===== src/rtl/move_horiz_ctrl_if.sv =====
// Signal bundle between the horizontal movement controller and its surroundings:
// key levels, collision stops, spawn/freeze control, and the piece position outputs.
interface move_horiz_ctrl_if;
  logic       btn_left;
  logic       btn_right;
  logic       stop_left;
  logic       stop_right;
  logic       spawn;
  logic       freeze;
  logic [9:0] ref_x;
  logic       moved;
  logic       move_dir;

  modport master (
    output btn_left, btn_right, stop_left, stop_right, spawn, freeze,
    input  ref_x, moved, move_dir
  );

  modport slave (
    input  btn_left, btn_right, stop_left, stop_right, spawn, freeze,
    output ref_x, moved, move_dir
  );
endinterface


===== src/rtl/move_horiz_ctrl.sv =====
// Horizontal movement controller: left/right keys become one-cell moves with delayed
// auto-repeat, gated by the collision stops; owns the piece ref_x register.
module move_horiz_ctrl #(
  parameter int SIZE       = 16,
  parameter int SPAWN_X    = 288,
  parameter int DAS_CYCLES = 12500000,
  parameter int ARR_CYCLES = 2500000,
  parameter int CW         = 24
) (
  input  logic                clk,
  input  logic                rst,
  move_horiz_ctrl_if.slave    bus
);

  typedef enum logic [1:0] {IDLE, DAS, ARR} state_t;

  localparam logic [9:0]    SPAWN_POS = 10'(SPAWN_X);
  localparam logic [9:0]    STEP      = 10'(SIZE);
  localparam logic [CW-1:0] DAS_LAST  = CW'(DAS_CYCLES - 1);
  localparam logic [CW-1:0] ARR_LAST  = CW'(ARR_CYCLES - 1);

  state_t        state_reg;
  logic          adir_reg;
  logic [CW-1:0] cnt_reg;
  logic [9:0]    ref_x_reg;
  logic          moved_reg;
  logic          move_dir_reg;

  logic key_l;
  logic key_r;
  logic key_any;
  logic active_held;
  logic attempt;
  logic attempt_dir;
  logic attempt_ok;

  assign key_l       = bus.btn_left & ~bus.btn_right;
  assign key_r       = bus.btn_right & ~bus.btn_left;
  assign key_any     = key_l | key_r;
  assign active_held = adir_reg ? key_r : key_l;

  // A move is attempted on a fresh press, or when the held key's timer expires.
  always_comb begin
    attempt     = 1'b0;
    attempt_dir = adir_reg;
    case (state_reg)
      IDLE: begin
        attempt     = key_any;
        attempt_dir = key_r;
      end
      DAS:     attempt = active_held && (cnt_reg == DAS_LAST);
      ARR:     attempt = active_held && (cnt_reg == ARR_LAST);
      default: attempt = 1'b0;
    endcase
  end

  // Blocked or frozen attempts still advance the timing as if the move happened.
  assign attempt_ok = attempt && !bus.freeze && !(attempt_dir ? bus.stop_right : bus.stop_left);

  always_ff @(posedge clk or posedge rst) begin
    if (rst) begin
      state_reg    <= IDLE;
      adir_reg     <= 1'b0;
      cnt_reg      <= '0;
      ref_x_reg    <= SPAWN_POS;
      moved_reg    <= 1'b0;
      move_dir_reg <= 1'b0;
    end else if (bus.spawn) begin
      state_reg <= IDLE;
      cnt_reg   <= '0;
      ref_x_reg <= SPAWN_POS;
      moved_reg <= 1'b0;
    end else begin
      moved_reg <= attempt_ok;
      if (attempt_ok) begin
        ref_x_reg    <= attempt_dir ? (ref_x_reg + STEP) : (ref_x_reg - STEP);
        move_dir_reg <= attempt_dir;
      end

      case (state_reg)
        IDLE: begin
          cnt_reg <= '0;
          if (key_any) begin
            adir_reg  <= key_r;
            state_reg <= DAS;
          end
        end
        DAS, ARR: begin
          if (!active_held) begin
            cnt_reg   <= '0;
            state_reg <= IDLE;
          end else if (attempt) begin
            cnt_reg   <= '0;
            state_reg <= ARR;
          end else begin
            cnt_reg <= cnt_reg + 1'b1;
          end
        end
        default: begin
          cnt_reg   <= '0;
          state_reg <= IDLE;
        end
      endcase
    end
  end

  assign bus.ref_x    = ref_x_reg;
  assign bus.moved    = moved_reg;
  assign bus.move_dir = move_dir_reg;

endmodule


===== src/flat_wrapper.sv =====
// flat-port wrapper written by rule: the top's interface ports become plain ports
module move_horiz_ctrl_flat 
#(
  parameter int SIZE       = 16,
  parameter int SPAWN_X    = 288,
  parameter int DAS_CYCLES = 12500000,
  parameter int ARR_CYCLES = 2500000,
  parameter int CW         = 24
)
  (clk, rst, bus_btn_left, bus_btn_right, bus_stop_left, bus_stop_right, bus_spawn, bus_freeze, bus_ref_x, bus_moved, bus_move_dir);
  move_horiz_ctrl_if bus_i ();
  input  logic clk;
  input  logic rst;
  input wire logic [$bits(bus_i.btn_left)-1:0] bus_btn_left;
  input wire logic [$bits(bus_i.btn_right)-1:0] bus_btn_right;
  input wire logic [$bits(bus_i.stop_left)-1:0] bus_stop_left;
  input wire logic [$bits(bus_i.stop_right)-1:0] bus_stop_right;
  input wire logic [$bits(bus_i.spawn)-1:0] bus_spawn;
  input wire logic [$bits(bus_i.freeze)-1:0] bus_freeze;
  output wire logic [$bits(bus_i.ref_x)-1:0] bus_ref_x;
  output wire logic [$bits(bus_i.moved)-1:0] bus_moved;
  output wire logic [$bits(bus_i.move_dir)-1:0] bus_move_dir;
  assign bus_i.btn_left = bus_btn_left;
  assign bus_i.btn_right = bus_btn_right;
  assign bus_i.stop_left = bus_stop_left;
  assign bus_i.stop_right = bus_stop_right;
  assign bus_i.spawn = bus_spawn;
  assign bus_i.freeze = bus_freeze;
  assign bus_ref_x = bus_i.ref_x;
  assign bus_moved = bus_i.moved;
  assign bus_move_dir = bus_i.move_dir;
  move_horiz_ctrl #(.SIZE(SIZE), .SPAWN_X(SPAWN_X), .DAS_CYCLES(DAS_CYCLES), .ARR_CYCLES(ARR_CYCLES), .CW(CW)) u_core (.clk(clk), .rst(rst), .bus(bus_i));
endmodule

===== config.mk =====
export PLATFORM = sky130hd
export DESIGN_NAME = move_horiz_ctrl_flat
export DESIGN_NICKNAME = d
export VERILOG_FILES = /design/src/rtl/move_horiz_ctrl_if.sv /design/src/rtl/move_horiz_ctrl.sv /design/src/flat_wrapper.sv
export SDC_FILE = /design/constraint.sdc
export NUM_CORES = 1
export LEC_CHECK = 0
export ABC_CLOCK_PERIOD_IN_PS = 3300
export BUFFER_PORTS_ARGS = -buffer_cell sky130_fd_sc_hd__buf_2
export CORE_ASPECT_RATIO = 0.8
export CORE_MARGIN = 1
export CORE_UTILIZATION = 40
export DETAILED_ROUTE_END_ITERATION = 12
export GPL_ROUTABILITY_DRIVEN = 0
export PLACE_DENSITY_LB_ADDON = 0.1
export SYNTH_ARGS = -nofsm -noshare
export SYNTH_HDL_FRONTEND = slang
export SYNTH_SLANG_ARGS = --single-unit

===== constraint.sdc =====
create_clock -name clk -period 3.3 [get_ports clk]
set_clock_uncertainty 0.2 [all_clocks]
set_input_delay 0.165 -clock clk [delete_from_list [all_inputs] [get_ports clk]]
set_output_delay 0.165 -clock clk [all_outputs]
set_load 0.02 [all_outputs]

# ---- Word level (Yosys, flattened, before mapping)
# Index checks and enable logic that the tools add are counted.
dict set report totals {
  regBits 39
  latchBits 0
  mem_bits_rw 0
  mem_bits_ro 0
  inputBits 8
  out_inout_bits 12
  wordCells 50
  mem_count 0
}
dict set report op_classes {
  n_addsub 3
  multipliers 0
  div_mod_pow 0
  magnitude_cmp 0
  eq_ne 6
  n_shift 0
  muxes 17
  bitwise_logic 6
  n_reduce_logical 12
}
# cell n
set ops {}
lappend ops {{2-to-1 mux 24 bit} 4}
lappend ops {{2-to-1 mux 10 bit} 3}
lappend ops {{adder 24 x 1 -> 24 bit (second input constant)} 1}
lappend ops {{equality test 24 x 22 -> 1 bit (second input constant)} 1}
lappend ops {{equality test 24 bit (second input constant)} 1}
lappend ops {{adder 10 x 5 -> 10 bit (second input constant)} 1}
lappend ops {{subtractor 10 x 5 -> 10 bit (second input constant)} 1}
lappend ops {{2-to-1 mux 2 bit} 4}
lappend ops {{logical AND 1 bit} 4}
lappend ops {{2-to-1 mux 1 bit} 4}
lappend ops {{inequality test 4 bit (second input constant)} 1}
lappend ops {{one-hot mux 2 bit (2 select lines)} 1}
lappend ops {{AND reduction 2 bit} 2}
lappend ops {{inequality test 3 x 2 -> 1 bit (second input constant)} 1}
lappend ops {{inverter 1 bit} 3}
lappend ops {{one-hot mux 1 bit (3 select lines)} 1}
lappend ops {{AND reduction 3 bit} 1}
lappend ops {{bitwise AND 1 bit} 2}
lappend ops {{equality test 2 x 1 -> 1 bit (second input constant)} 1}
lappend ops {{equality test 2 bit (second input constant)} 1}
lappend ops {{logical NOT 1 bit} 2}
lappend ops {{logical NOT 2 bit} 1}
lappend ops {{nonzero test 2 bit} 1}
lappend ops {{OR reduction 2 bit} 1}
lappend ops {{bitwise OR 1 bit} 1}

# ---- Depth between registers and ports, before layout
dict set report logic_depth {
  depth_word 9
  depth_mapped 10
  depth_no_buf 10
}

# ---- Least setup slack after synthesis
# Ideal clock, no wire load.
dict set report synth_path {
  path_kind {register -> register}
  from {register u_core.state_reg[0]}
  to {register u_core.ref_x_reg[9] (netlist: u_core.bus.ref_x[9])}
  setup_time_ns 0.077
  arrival_ns 2.496
  required_time_ns 3.023
  setup_slack_ns 0.527
  stages_incl_launch_ff 11
  n_path_buf 0
  period_less_slack_ns 2.773
  path_cell_list {dfrtp_1 inv_1 ha_1 mux2i_1 ha_1 a21oi_1 o211ai_1 a21oi_1 xor2_1 or3_1 a21oi_1}
}
dict set report synth_via {
  elab_chain_len 6
  elab_cells_between_ends 13
  classes_between {eq/ne: 2; mux: 6; reduce/logical: 5}
}
# item line_no
set synth_rtl {}
lappend synth_rtl {{from (decl)} move_horiz_ctrl.sv:22} ;# state_t state_reg;
lappend synth_rtl {{from (signal assigned)} move_horiz_ctrl.sv:62} ;# state_reg <= IDLE;
lappend synth_rtl {{from (signal assigned)} move_horiz_ctrl.sv:69} ;# state_reg <= IDLE;
lappend synth_rtl {{from (signal assigned)} move_horiz_ctrl.sv:85} ;# state_reg <= DAS;
lappend synth_rtl {{logical NOT 2 bit} move_horiz_ctrl.sv:46} ;# case (state_reg)
lappend synth_rtl {{2-to-1 mux 1 bit} move_horiz_ctrl.sv:46}
lappend synth_rtl {{2-to-1 mux 1 bit} move_horiz_ctrl.sv:58} ;# assign attempt_ok = attempt && !bus.freeze && !(attempt_dir ? bus.stop_right : bus.stop_left);
lappend synth_rtl {{logical NOT 1 bit} move_horiz_ctrl.sv:58}
lappend synth_rtl {{logical AND 1 bit} move_horiz_ctrl.sv:58}
lappend synth_rtl {{nonzero test 2 bit (no line)} -}
lappend synth_rtl {{to (signal assigned)} move_horiz_ctrl.sv:76} ;# ref_x_reg <= attempt_dir ? (ref_x_reg + STEP) : (ref_x_reg - STEP);
lappend synth_rtl {{to (decl)} move_horiz_ctrl.sv:25} ;# logic [9:0] ref_x_reg;
# Several ways; a longest one is shown, not always the timed one. The select of a mux whose other input is x is not followed.
# A chain may end at the register's enable or synchronous reset.

# ---- Worst setup path after layout
dict set report layout_path {
  from {register u_core.state_reg[0]}
  to {register u_core.state_reg[0]}
}
dict set report layout_via {
  elab_chain_len 4
  elab_cells_between_ends 10
  classes_between {eq/ne: 4; mux: 3; reduce/logical: 3}
}
# item line_no
set layout_rtl {}
lappend layout_rtl {{equality test 2 bit (tied with other cells)} {move_horiz_ctrl.sv:46, move_horiz_ctrl.sv:80}}
lappend layout_rtl {{one-hot mux 1 bit (3 select lines) or OR reduction 2 bit (tied branches)} {move_horiz_ctrl.sv:46, move_horiz_ctrl.sv:80}}
lappend layout_rtl {{inequality test 4 bit (no line) or one-hot mux 2 bit (2 select lines) (tied branches)} -}
lappend layout_rtl {{AND reduction 2 bit (no line) or 2-to-1 mux 2 bit (tied branches)} -}
# Several ways; a longest one is shown, not always the timed one.

==> impl_metrics.csv <==
group,metric,value,unit
layout,largest_reg_flops,24,
worst_hold_path,hp-class,"primary input to flip-flop",
logic_synthesis,synth.avg_cell_area,9.72,um2
logic_synthesis,synthArstFlopShare,100,%
cts,cts_tree,"yes",
logic_synthesis,ys_seq_area_share,43.8,%
timing,worst_slack,0.619,ns
logic_synthesis,ys.warnings.count,0,
detailed_routing,drc,0,
cts,insertion_delay,0.28,ns
power_and_ir_drop,sw_frac_of_total,29.0,%
detailed_routing,wl_per_cell,13.5,um
placed_design,io_buffers,15,
cts,numCtsBuffers,5,
floorplanning,dieArea,5300,um2
power_and_ir_drop,powerDensity,446,nW/um2
detailed_routing,met2_length,1690,um
timing,hold_violations,0,
cts,cts_sinks,35,
timing,finalCritPeriodShare,81.2,%
timing,maxSlewViolCount,0,
grt,grt_pass1_wl,6740,um
floorplanning,design.portCount,20,
floorplanning,die_h,65.3,um
logic_synthesis,synth_top_area_share,41.2,%
logic_synthesis,synth_edf_count,0,
timing,fin_crit,2.68,ns
cts,clk_pin_slew,0.07,ns
critical_path,critical_path_class,"flip-flop to flip-flop",
power_and_ir_drop,p_int,706,uW
critical_path,critPathRequiredTime,3.28,ns
placed_design,preCtsSetupSlack,0.629,ns
power_and_ir_drop,seqPwrFrac,46.9,%
detailed_routing,wl_met1,2000,um
power_and_ir_drop,p_leak,0.981,nW
critical_path,cp-start-kind,"flip-flop",
grt,grt_pass1_vias,1432,
layout,antennaDiodeCount,0,
timing,setup_violations,0,
logic_synthesis,synth_cell_types,41,
cts,clock_path_buffers,2,
floorplanning,rows,22,
detailed_routing,wl_met3,125,um
critical_path,cp.buffers_inverters,1,
placed_design,place_area,2120,um2
timing,max_freq,373,MHz
timing,fin_tns_setup,0,ns
critical_path,cp.arrival,2.66,ns
logic_synthesis,syn_area,2000,um2
timing,worst_pin_slew,0.572,ns
detailed_routing,top_layer_used,"met4",
layout,stdcell_area,2230,um2
critical_path,crit_chain,"inv_1 > ha_1 > or4_4 > a2111oi_4 > or4_2 > nand2_1 > a21o_1",
logic_synthesis,syn_inst,206,
power_and_ir_drop,totalPowerFinal,995,uW
detailed_routing,wl,3850,um
logic_synthesis,ys_ff_latch,35,
power_and_ir_drop,p_switching,288,uW
layout,layout.nets,245,
placed_design,hpwl,2790,um
floorplanning,coreArea,4710,um2
cts,root_buffer,"clkbuf_8",
layout,final_common_cell,"nor2_1",
critical_path,crit_family,"simple AND/OR/NAND/NOR gates",
layout,layout_common_cells,"nor2_1 (37), dfrtp_1 (33), nand2_1 (16), xor2_1 (16), buf_2 (15)",
layout,drive_above_1_share,16.8,%
layout,syn_to_final_growth,11.4,%
cts,cts_resized,0,
detailed_routing,detail-route-antenna-nets,0,
floorplanning,die_w,81.1,um
detailed_routing,dr.pass1.iters,4,
detailed_routing,vias,1458,
critical_path,cp-end-kind,"flip-flop",
grt,track_usage,16.9,%
timing,slew_headroom,61.6,%
grt,grt_max_degree,36,
power_and_ir_drop,clkPwrFrac,31.4,%
floorplanning,start_util,42.6,%
layout,fillCellCount,473,
grt,antenna_found_initial,0,
detailed_routing,vias_per_cell,5.10,
status,status,"completed",
timing,whs,0.127,ns
timing,rsz0062_at_grt,"false",
logic_synthesis,synth_area_leaders,"dfrtp_1 (41%), xor2_1 (7.0%), nor2_1 (6.9%)",
power_and_ir_drop,ir_drop,0.199,mV
critical_path,critPathMaxStageDelay,0.54,ns
detailed_routing,dr.first_iter.drc_count,64,
power_and_ir_drop,p_comb_share,21.6,%
critical_path,critPathMaxFanout,25,
grt,grt-ovfl-total,0,
job,maxCapViolations,0,
logic_synthesis,synth_top_area_cell,"dfrtp_1",
logic_synthesis,ys.flop_type,"dfrtp_1",
cts,htreeDepth,2,
critical_path,worst_path_max_delay_cell,"or4_4",
## power by group through the flow
| stage | combinational (mW) | sequential [mW] | clock (mW) |
|---|---|---|---|
| 2_1_floorplan | 0.153 | 0.488 | 0 |
| 3_3_place_gp | 0.209 | 0.473 | 0 |
| 3_5_place_dp | 0.214 | 0.475 | 0 |
| 4_1_cts | 0.218 | 0.467 | 0.327 |
| 5_1_grt | 0.245 | 0.470 | 0.343 |
| 6_report | 0.215 | 0.467 | 0.313 |
## logic make-up after synthesis
group,synth area share (%)
AND/OR/NAND/NOR,22.4
flip-flops,43.8
XOR/XNOR,11.8
AO/OA/AOI/OAI,7.31
buffers and inverters,4.62
adder cells (fa/ha/maj),7.25
multiplexers,2.62
other,0.187
## repair_timing
item / in CTS / in global routing
buffers inserted: 0 / 0
hold buffers: 2 / 0
endpoints found under the hold margin: 34 / 0
## worst min-delay path: cells and delay by family
kind | cells | cell delay [ns]
compound gates | 2 | 0.25
simple gates | 1 | 0.06
buf+inv | 1 | 0.08
## routing by layer
layer / vias to the layer above / track usage, %
li1: 725 / -
met1: 708 / 23.0
met2: 21 / 26.2
met3: 4 / 4.58
met4: 0 / 5.36
met5: - / 0
## final timing paths
path / startpoint / to / slack (ns) / depth (start not counted)
max in group asynchronous: rst / u_core.bus.ref_x[8]$_DFFE_PP1P_ / 2.24 / 4
worst max register to register: u_core.state_reg[0]$_DFFE_PP0P_ / u_core.state_reg[0]$_DFFE_PP0P_ / 0.62 / 7
worst min-delay path: bus_freeze / u_core.bus.moved$_DFF_PP0_ / 0.13 / 4
min in group asynchronous: rst / u_core.bus.ref_x[9]$_DFFE_PP0P_ / 0.32 / 4
worst max-delay path: u_core.state_reg[0]$_DFFE_PP0P_ / u_core.state_reg[0]$_DFFE_PP0P_ / 0.62 / 7
worst min register to register: u_core.cnt_reg[0]$_DFF_PP0_ / u_core.cnt_reg[0]$_DFF_PP0_ / 0.29 / 1
## final cells by class
class	count	area (um2)	area share, %
clock inverter	1	5.00	0.224
multi-input combinational	155	1040	46.7
clock buffer	6	82.6	3.70
sequential	35	878	39.3
timing repair buffer	19	110	4.93
tap	60	75.1	3.36
inverter	10	37.5	1.68
## synthesized netlist by cell type (2+ instances only)
| cell | n |
|---|---|
| dfrtp_1 | 33 |
| a21o_1 | 2 |
| a21oi_1 | 7 |
| xor2_1 | 16 |
| and4bb_2 | 3 |
| or3_1 | 2 |
| buf_4 | 4 |
| mux2_2 | 2 |
| nand3_1 | 6 |
| nor2_1 | 37 |
| mux2i_1 | 3 |
| nor2b_1 | 2 |
| xnor2_1 | 11 |
| buf_2 | 5 |
| nand2_1 | 16 |
| o21ai_0 | 4 |
| inv_1 | 10 |
| ha_1 | 10 |
| nand4_1 | 7 |
| dfstp_2 | 2 |
| a211o_1 | 2 |
| and3_1 | 3 |
## per-stage QoR
step                      cells  utilization [%]
after global routing        286             47.4
after floorplan             209                -
after global placement      277             45.1
after CTS                   286             47.4
final                       286             47.4
after detailed placement    277             45.1
Power figures use the tool's default switching activity.
